## src/rtl/obi_apb_splitter.sv

```systemverilog
// OBI target port fanned out to NUM_TARGETS APB4 completers in a contiguous window,
// with per-slot runtime enables, an ACCESS-phase timeout and error responses.
module obi_apb_splitter #(
  parameter int unsigned         NUM_TARGETS    = 5,
  parameter int unsigned         OBI_AW         = 32,
  parameter int unsigned         OBI_DW         = 32,
  parameter int unsigned         OBI_IDW        = 1,
  parameter logic [OBI_AW-1:0]   ADDR_BASE      = 32'h0105_0000,
  parameter int unsigned         SS_SIZE        = 32'h1000,
  parameter int unsigned         TIMEOUT_CYCLES = 255
) (
  input  logic                          clk,
  input  logic                          reset_n,
  input  logic                          obi_req,
  output logic                          obi_gnt,
  output logic                          obi_gntpar,
  input  logic [OBI_AW-1:0]             obi_addr,
  input  logic                          obi_we,
  input  logic [OBI_DW/8-1:0]           obi_be,
  input  logic [OBI_DW-1:0]             obi_wdata,
  input  logic [OBI_IDW-1:0]            obi_aid,
  output logic                          obi_rvalid,
  output logic                          obi_rvalidpar,
  input  logic                          obi_rready,
  output logic [OBI_DW-1:0]             obi_rdata,
  output logic [OBI_IDW-1:0]            obi_rid,
  output logic                          obi_err,
  input  logic [NUM_TARGETS-1:0]        ss_ctrl_icn,
  output logic [NUM_TARGETS-1:0]        apb_psel,
  output logic                          apb_penable,
  output logic                          apb_pwrite,
  output logic [OBI_AW-1:0]             apb_paddr,
  output logic [OBI_DW-1:0]             apb_pwdata,
  output logic [OBI_DW/8-1:0]           apb_pstrb,
  input  logic [NUM_TARGETS*OBI_DW-1:0] apb_prdata,
  input  logic [NUM_TARGETS-1:0]        apb_pready,
  input  logic [NUM_TARGETS-1:0]        apb_pslverr
);

  localparam int unsigned APB_AW   = OBI_AW;
  localparam int unsigned APB_DW   = OBI_DW;
  localparam int unsigned BW       = APB_DW / 8;
  localparam int unsigned IDX_W    = (NUM_TARGETS > 1) ? $clog2(NUM_TARGETS) : 1;
  localparam int unsigned SS_SHIFT = $clog2(SS_SIZE);
  localparam int unsigned CNT_W    = (TIMEOUT_CYCLES > 1) ? $clog2(TIMEOUT_CYCLES + 1) : 1;

  typedef enum logic [1:0] {IDLE, SETUP, ACCESS, RESP} state_e;

  state_e                 state_q, state_d;
  logic [IDX_W-1:0]       idx_q, idx_d;
  logic [CNT_W-1:0]       cnt_q, cnt_d;
  logic [NUM_TARGETS-1:0] psel_d;
  logic                   penable_d, pwrite_d, rvalid_d, err_d;
  logic [APB_AW-1:0]      paddr_d;
  logic [APB_DW-1:0]      pwdata_d, rdata_d;
  logic [BW-1:0]          pstrb_d;
  logic [OBI_IDW-1:0]     rid_d;

  logic [OBI_AW-1:0]      dec_off, dec_slot;
  logic [IDX_W-1:0]       dec_idx;
  logic                   dec_hit, dec_ok;
  logic                   sel_ready, sel_slverr;
  logic [APB_DW-1:0]      sel_rdata;

  // Address decode against the window; the enable is looked up by shift so
  // out-of-range slot numbers never index past the enable vector.
  always_comb begin
    dec_off  = obi_addr - ADDR_BASE;
    dec_slot = dec_off >> SS_SHIFT;
    dec_idx  = dec_slot[IDX_W-1:0];
    dec_hit  = (obi_addr >= ADDR_BASE) && (dec_slot < OBI_AW'(NUM_TARGETS));
    dec_ok   = dec_hit && (|(ss_ctrl_icn & (NUM_TARGETS'(1) << dec_idx)));
  end

  // Completer response mux for the latched slot
  always_comb begin
    sel_ready  = 1'b0;
    sel_slverr = 1'b0;
    sel_rdata  = '0;
    for (int unsigned i = 0; i < NUM_TARGETS; i++) begin
      if (idx_q == IDX_W'(i)) begin
        sel_ready  = apb_pready[i];
        sel_slverr = apb_pslverr[i];
        sel_rdata  = apb_prdata[i*APB_DW +: APB_DW];
      end
    end
  end

  assign obi_gnt    = (state_q == IDLE) && obi_req;
  assign obi_gntpar = ~obi_gnt;

  // Next-state and next-value logic for every registered output
  always_comb begin
    state_d   = state_q;
    idx_d     = idx_q;
    cnt_d     = cnt_q;
    psel_d    = apb_psel;
    penable_d = apb_penable;
    pwrite_d  = apb_pwrite;
    paddr_d   = apb_paddr;
    pwdata_d  = apb_pwdata;
    pstrb_d   = apb_pstrb;
    rvalid_d  = obi_rvalid;
    rdata_d   = obi_rdata;
    err_d     = obi_err;
    rid_d     = obi_rid;
    case (state_q)
      IDLE: begin
        if (obi_req) begin
          rid_d = obi_aid;
          if (dec_ok) begin
            state_d  = SETUP;
            idx_d    = dec_idx;
            psel_d   = NUM_TARGETS'(1) << dec_idx;
            pwrite_d = obi_we;
            paddr_d  = obi_addr;
            pwdata_d = obi_wdata;
            pstrb_d  = obi_we ? obi_be : '0;
          end else begin
            state_d  = RESP;
            rvalid_d = 1'b1;
            err_d    = 1'b1;
            rdata_d  = '0;
          end
        end
      end
      SETUP: begin
        state_d   = ACCESS;
        penable_d = 1'b1;
        cnt_d     = '0;
      end
      ACCESS: begin
        if (sel_ready) begin
          state_d   = RESP;
          psel_d    = '0;
          penable_d = 1'b0;
          rvalid_d  = 1'b1;
          err_d     = sel_slverr;
          rdata_d   = apb_pwrite ? '0 : sel_rdata;
        end else if ((TIMEOUT_CYCLES != 0) && (cnt_q == CNT_W'(TIMEOUT_CYCLES - 1))) begin
          state_d   = RESP;
          psel_d    = '0;
          penable_d = 1'b0;
          rvalid_d  = 1'b1;
          err_d     = 1'b1;
          rdata_d   = '0;
        end else begin
          cnt_d = cnt_q + CNT_W'(1);
        end
      end
      RESP: begin
        if (obi_rready) begin
          state_d  = IDLE;
          rvalid_d = 1'b0;
        end
      end
      default: state_d = IDLE;
    endcase
  end

  // State and output registers
  always_ff @(posedge clk or negedge reset_n) begin
    if (!reset_n) begin
      state_q       <= IDLE;
      idx_q         <= '0;
      cnt_q         <= '0;
      apb_psel      <= '0;
      apb_penable   <= 1'b0;
      apb_pwrite    <= 1'b0;
      apb_paddr     <= '0;
      apb_pwdata    <= '0;
      apb_pstrb     <= '0;
      obi_rvalid    <= 1'b0;
      obi_rvalidpar <= 1'b1;
      obi_rdata     <= '0;
      obi_err       <= 1'b0;
      obi_rid       <= '0;
    end else begin
      state_q       <= state_d;
      idx_q         <= idx_d;
      cnt_q         <= cnt_d;
      apb_psel      <= psel_d;
      apb_penable   <= penable_d;
      apb_pwrite    <= pwrite_d;
      apb_paddr     <= paddr_d;
      apb_pwdata    <= pwdata_d;
      apb_pstrb     <= pstrb_d;
      obi_rvalid    <= rvalid_d;
      obi_rvalidpar <= ~rvalid_d;
      obi_rdata     <= rdata_d;
      obi_err       <= err_d;
      obi_rid       <= rid_d;
    end
  end

endmodule
```

## config.mk

```make
export PLATFORM = sky130hd
export DESIGN_NAME = obi_apb_splitter
export DESIGN_NICKNAME = d
export VERILOG_FILES = /design/src/rtl/obi_apb_splitter.sv
export SDC_FILE = /design/constraint.sdc
export NUM_CORES = 1
export LEC_CHECK = 0
export ABC_AREA = 1
export CAP_MARGIN = 20
export CORE_ASPECT_RATIO = 0.6
export CORE_UTILIZATION = 40
export DETAILED_ROUTE_END_ITERATION = 7
export GPL_TIMING_DRIVEN = 0
export PLACE_DENSITY = 0.82
export REMOVE_ABC_BUFFERS = 1
export SKIP_LAST_GASP = 1
export SLEW_MARGIN = 10
export SYNTH_ARGS = -nofsm -noshare
export SYNTH_HDL_FRONTEND = slang
export SYNTH_SLANG_ARGS = --single-unit
```

## constraint.sdc

```tcl
create_clock -name clk -period 5.6 [get_ports clk]
set_input_delay 0.84 -clock clk [delete_from_list [all_inputs] [get_ports clk]]
set_output_delay 0.84 -clock clk [all_outputs]
set_load 0.005 [all_outputs]
```

After elaboration in Yosys (flattened, before gate mapping). Index checks and enable logic that the tools add are counted.

Logic and storage cells: 102. Output and inout port bits: 113. Register bits after elaboration: 124.

Shift-type cells: 1. Reductions and logical operators: 15. Eq/ne operators: 15. Add/sub/neg operators: 2. Muxes and demuxes: 50. Bitwise gates (word level): 3. $lt $le $gt $ge: 2.

Operators with widths (number): $mux W32 (10); $pmux W32 S2 (1); $ge A32 B25 Y1 const B (1); $sub A32 B25 Y32 const B (1); $mux W1 (21); $lt A20 B3 Y1 const B (1); $mux W5 (4); $mux W8 (2); $pmux W8 S2 (1); $ne A2 B2 Y1 const B (6); $mux W2 (5); $pmux W5 S2 (1); $reduce_and A3 Y1 (3); $add A8 B1 Y8 const B (1); $eq A8 B8 Y1 const B (1); $pmux W2 S4 (1); $reduce_and A4 Y1 (2); $eq A3 B2 Y1 const B (2); $and A5 B5 Y5 (1); $reduce_or A5 Y1 (1); $shl A1 B3 Y5 const A (1); $eq A2 B2 Y1 const B (2); $mux W4 (1); $pmux W1 S2 (2); 11 further kinds (16).

Logic depth before layout (Yosys ltp). Gate-level depths: netlist of the first run.

Word-level depth: 9. Depth in mapped cells: 16. Gate-level depth less buffers: 15.

Least setup slack after synthesis of the first run. No wires, ideal clock.

Kind: reg2out. Start: register state_q[0]. End: output port obi_gnt. Arrival: 1.346 ns. Path buffers: 2. Data required time: 4.760 ns. Stages on the path, launching flop included: 7. Slack: 3.414 ns. Cell sequence: dfrtp_1 inv_1 ha_1 clkbuf_1 nand2_1 inv_1 clkbuf_1.

Word-level cells in the longest chain between the ends: 2.

RTL lines: start: declaration (line 49) `state_e state_q, state_d;`; start signal: assignment (line 179) `state_q <= state_d;`; $logic_not A2 Y1 (line 89) `assign obi_gnt = (state_q == IDLE) && obi_req;`; $logic_and A1 B1 Y1 (line 89); end: declaration (line 15) `output logic obi_gnt,`.

No other way between the ends.

==> flow_summary.yaml, run 1 <==
status:
  status: "complete, no violations"
setup_path:
  r2r_cells: 12
  cp.required_ns: 5.88
  worstReg2RegEnd: "obi_rdata[4]"
  r2r_setup_slack_ns: 1.53
  crit_path_end_kind: "flop"
  r2r_start: "apb_paddr[14]"
  timing.critical_path.arrival_ns: 4.35
  crit_fanout: 36
  path_class: "reg2reg"
  crit_path_start_kind: "flop"
synth:
  ys.flop_type: "dfrtp_1"
  synth_cells: 921
  yosysWarnings: 0
  yosysTopAreaCellShare_pct: 45.5
  async_flop_share_pct: 100
  yosys.cell_types.count: 29
  yosysSeqAreaShare_pct: 45.9
  yosysTopAreaCell: "dfrtp_1"
  synth_area_leaders: "dfrtp_1 (46%), nand2_1 (18%), nand3_1 (12%)"
  netlist_area_um2: 6600
  synth_edf_count: 0
  post-synth-top-count-cell: "nand2_1"
  yosys_register_bits: 121
  syn_avg_cell_area_um2: 7.16
  synth_common_cells: "nand2_1 (313), nand3_1 (161), dfrtp_1 (120)"
run:
  cap_violations: 0
power:
  p_seq_share_pct: 32.6
  max-vdd-ir-drop_mv: 0.245
  internal_power_w: 0.00221
  clkPwrFrac_pct: 33.7
  switchingPower_w: 0.00115
  p_leak_nw: 5.35
  pwr-share-comb_pct: 33.7
  powerDensity_nw_per_um2: 307
  switching_share_pct: 34.1
global_route:
  grt_pass1_vias: 7083
  antenna_found_initial: 0
  track_usage_pct: 28.4
  use_met2_pct: 47.9
  grt_max_degree: 73
  overflow: 0
  use_met1_pct: 36.2
  grtUsageMet3_pct: 6.96
  grt.busiest_layer: "met2"
  grt_first_pass_wirelength_mm: 37.5
min_path:
  hold_class: "in2async"
clock_network:
  clkTransAtPathRegs_ns: 0.07
  hold_buffers: 0
  cts.sink_count: 121
  insertion_delay_ns: 0.41
  post_cts_buffers: 0
  cts_tree: "yes"
  cts_resized: 0
  cts-root-buf: "clkbuf_16"
  htree_levels: 4
  numCtsBuffers: 17
  clockBufferDepth: 2
route:
  via_count: 7440
  wl_per_cell_um: 16.5
  firstDrtPassIters: 4
  ant_nets: 0
  drt_iter0_drc: 507
  drc: 0
  wirelength_mm: 24.2
  vias_per_cell: 5.06
sta:
  fin_skew_ns: 0.0127
  hold_violations: 0
  fin_crit_sh_pct: 72.7
  max_slew_margin_pct: 36.9
  hold_ws_ns: 0.356
  setup_viol: 0
  report.final.slew_viol_count: 0
  fin_setup_tns_ns: 0
  fmax_mhz: 246
  fin_crit_ns: 4.07
  worst_pin_slew_ns: 0.945
  rsz0062_at_grt: "false"
cells_and_area:
  drive_gt1_share_pct: 4.58
  final_util_pct: 69.6
  fin_area_um2: 10900
  final_nets: 1508
  syn_to_final_growth_pct: 66.0
  diodes: 0
floorplan:
  row_count: 35
  fp.coreArea_um2: 15700
  io-pin-count: 362
  die_h_um: 101
  dieWidth_um: 168
  start_util_pct: 42.0
  dieArea_um2: 17000
placed_design:
  port_buffers: 361
  post_dp_cell_area_um2: 10300
  hpwl_mm: 18.0
  gp_routability_congestion: 0.875
-- registers in the layout (all words and copies together) (netlist names), named ones only --
signal / flops
apb_pwrite: 1
apb_psel: 5
obi_err: 1
apb_paddr: 32
obi_rvalidpar: 1
obi_rid: 1
obi_rdata: 32
cnt_q: 8
apb_pwdata: 32
state_q: 2
apb_pstrb: 4
apb_penable: 1
-- layout make-up --
type,instances,area (um2)
clock inverters,15,181
flip-flops and latches,121,3030
repair buffers,365,3690
clock buffers,17,425
multi-input cells,659,3030
inverters,89,334
well taps,203,254
fillers,1308,4770
-- cell usage in the layout, fill, tap and decap left out, types with 3 or more instances in the layout --
cell and instances:
clkdlybuf4s50_1 360, nand2_1 312, nand3_1 161, dfrtp_1 120
inv_1 81, nor2_1 56, o21ai_0 48, o22ai_1 33
clkbuf_16 17, inv_2 8, nand4_1 7, ha_1 6
nor4_1 5, xor2_1 5, inv_8 5, o21ai_1 4
inv_6 4, nand3_2 3, nand2_2 3, a21oi_1 3
-- kinds of logic after synthesis --
logic type | Yosys count | synth area share, %
and+or+nand+nor | 558 | 36.4
buffers and inverters | 141 | 8.35
DFF | 121 | 45.9
AOI/OAI and AO/OA | 90 | 7.55
adders and majority gates | 6 | 1.14
xor gates and xnor gates | 5 | 0.664
-- how the worst max path moves through the flow --
stage	from	to	slack, ns	cells after the start
detailed placement	apb_paddr[14]	obi_rdata[17]	1.63	12
global route	apb_paddr[14]	obi_rdata[4]	1.27	12
global placement	reset_n	obi_rdata[1]	-1.18	1
CTS	apb_paddr[14]	obi_rdata[4]	1.55	12
floorplan	apb_paddr[13]	obi_rdata[0]	2.24	11
finish	apb_paddr[14]	obi_rdata[4]	1.53	12
-- stage by stage --
stage               setup WS [ns]  instances  total power (W)
finish                       1.53       1469          0.00336
CTS                          1.55       1469          0.00338
global route                 1.27       1469          0.00354
global placement            -1.18       1433          0.00221
detailed placement           1.63       1437          0.00224
floorplan                    2.24        869          0.00157
-- critical path, cell delays in order, from the launching register on --
cell and delay (ns):
dfrtp_1 0.46, inv_2 0.57, nand3_2 0.77, o21ai_1 0.40, inv_2 0.04, nand4_1 0.10, nand2_1 0.14, nand3_2 0.12
inv_2 0.08, nor2_8 0.41, nand2_2 0.51, nand2_1 0.22, nand2_1 0.08
-- layer usage --
layer  vias to the layer above  part of all wire [%]
li1                       3643                     -
met1                      3481                    44
met2                       269                    47
met3                        47                   7.0
met4                         0                   2.3
met5                         -                     0
-- power groups by stage --
| stage | clock, W | sequential (W) | combinational, W |
|---|---|---|---|
| 2_1_floorplan | 0 | 0.00111 | 0.000464 |
| 3_3_place_gp | 0 | 0.00110 | 0.00111 |
| 3_5_place_dp | 0 | 0.00111 | 0.00113 |
| 4_1_cts | 0.00115 | 0.00109 | 0.00114 |
| 5_1_grt | 0.00119 | 0.00111 | 0.00124 |
| 6_report | 0.00113 | 0.00109 | 0.00113 |
Power figures use the tool's default switching activity.
==> run 2: changes to the inputs <==
Clock period 5.6 ns to 4.25 ns, I/O delays scaled along.
==> flow_summary.yaml, run 2 (synthesis results as in run 1) <==
placed_design:
  post_dp_cell_area_um2: 10300
  gp_routability_congestion: 0.875
  port_buffers: 361
  place_ws_ns: 0.279
  hpwl_mm: 18.0
sta:
  setup_ws_ns: 0.470
  setup_viol: 0
  report.final.slew_viol_count: 0
  rsz0062_at_grt: "false"
  fin_crit_ns: 3.78
  fin_skew_ns: 0.0125
  fmax_mhz: 265
  max_slew_margin_pct: 36.4
  worst_pin_slew_ns: 0.951
  fin_crit_sh_pct: 88.9
  hold_violations: 0
clock_network:
  clkTransAtPathRegs_ns: 0.07
  clockBufferDepth: 2
  numCtsBuffers: 17
  htree_levels: 4
  cts-root-buf: "clkbuf_16"
  post_cts_buffers: 0
  insertion_delay_ns: 0.41
  cts_tree: "yes"
  cts_resized: 0
  cts.sink_count: 121
  hold_buffers: 0
setup_path:
  crit_fanout: 36
  cpMaxStageDelayCell: "inv_2"
  r2r_setup_slack_ns: 0.47
  crit_chain: "inv_2, nand3_1, inv_2, nand2_1, nand4_1, nand2_1, nand3_2, inv_2, nor2_8, nand2_2, nand2_1, nand2_1"
  crit_top_cell: "nand2_1"
  worst_path_largest_cell_delay_ns: 0.58
  crit_path_end_kind: "flop"
  path_class: "reg2reg"
  timing.critical_path.arrival_ns: 4.06
  crit_path_start_kind: "flop"
  cp.required_ns: 4.53
run:
  cap_violations: 0
cells_and_area:
  final_nets: 1508
  fillers: 1307
  final_cell_mix: "clkdlybuf4s50_1 (360), nand2_1 (312), nand3_1 (161), dfrtp_1 (120), inv_1 (81)"
  layout_commonest_cell: "clkdlybuf4s50_1"
  syn_to_final_growth_pct: 66.1
  diodes: 0
  fin_area_um2: 11000
  drive_gt1_share_pct: 4.58
  reg.largest.list: "apb_paddr (32), apb_pwdata (32), obi_rdata (32)"
route:
  routed.top_layer: "met4"
  route.met3.wl_mm: 1.67
  met2RoutedLength_mm: 11.5
  drt_iter0_drc: 454
  firstDrtPassIters: 5
  vias_per_cell: 5.07
  met1_length_mm: 10.5
  wirelength_mm: 24.2
  via_count: 7447
  drc: 0
  ant_nets: 0
  wl_per_cell_um: 16.5
power:
  total_power_w: 0.00442
  powerDensity_nw_per_um2: 404
  p_leak_nw: 5.35
  max-vdd-ir-drop_mv: 0.324
global_route:
  antenna_found_initial: 0
  grt_max_degree: 73
  grt_first_pass_wirelength_mm: 37.5
  track_usage_pct: 28.4
  grt_pass1_vias: 7083
  overflow: 0
floorplan:
  fp.coreArea_um2: 15700
  start_util_pct: 42.0
  row_count: 35
  dieWidth_um: 168
  dieArea_um2: 17000
  die_h_um: 101
  io-pin-count: 362
min_path:
  hold_class: "in2async"
status:
  status: "complete, no violations"
run 2: stage by stage:
step / hold slack [ns] / utilization [%] / cells / TNS [ns]
6_report: 0.154 / 69.7 / 1469 / 0
5_1_grt: 0.191 / 69.7 / 1469 / 0
4_1_cts: 0.169 / 69.6 / 1469 / 0
3_5_place_dp: 0.452 / 65.8 / 1437 / 0
3_3_place_gp: 0.447 / 65.2 / 1433 / -300.28
2_1_floorplan: 0.342 / - / 869 / 0
run 2: final timing paths:
check,start,end,cells after the start
max,apb_paddr[14],obi_rdata[4],12
max reg2reg,apb_paddr[14],obi_rdata[4],12
min,reset_n,apb_paddr[20],1
min reg2reg,apb_paddr[27],apb_paddr[27],2
max in group asynchronous,reset_n,obi_rvalidpar,2
min in group clk,apb_paddr[27],apb_paddr[27],2
run 2: final cells by class:
class / count / area, um2 / share of cell area (%)
timing repair buffer: 365 / 3690 / 33.7
multi-input combinational: 659 / 3040 / 27.7
sequential: 121 / 3030 / 27.7
clock buffer: 17 / 425 / 3.88
inverter: 89 / 334 / 3.05
tap: 203 / 254 / 2.32
clock inverter: 15 / 181 / 1.66
run 2: worst max-delay path, delay by kind of cell (launching register included):
family / cells / cell delay (ns)
AND/OR/NAND/NOR: 9 / 1.95
buffers and inverters: 3 / 1.21
flip-flops: 1 / 0.46
run 2: per-layer routing:
layer | track usage, % | vias up
li1 | - | 3645
met4 | 8.96 | 0
met1 | 36.2 | 3485
met5 | 0 | -
met2 | 47.9 | 270
met3 | 6.96 | 47
run 2: power by group:
group	total (W)	internal (W)	switching, W
Combinational	0.00149	0.000685	0.000805
Sequential	0.00144	0.00134	0.000106
Clock	0.00149	0.000892	0.000600
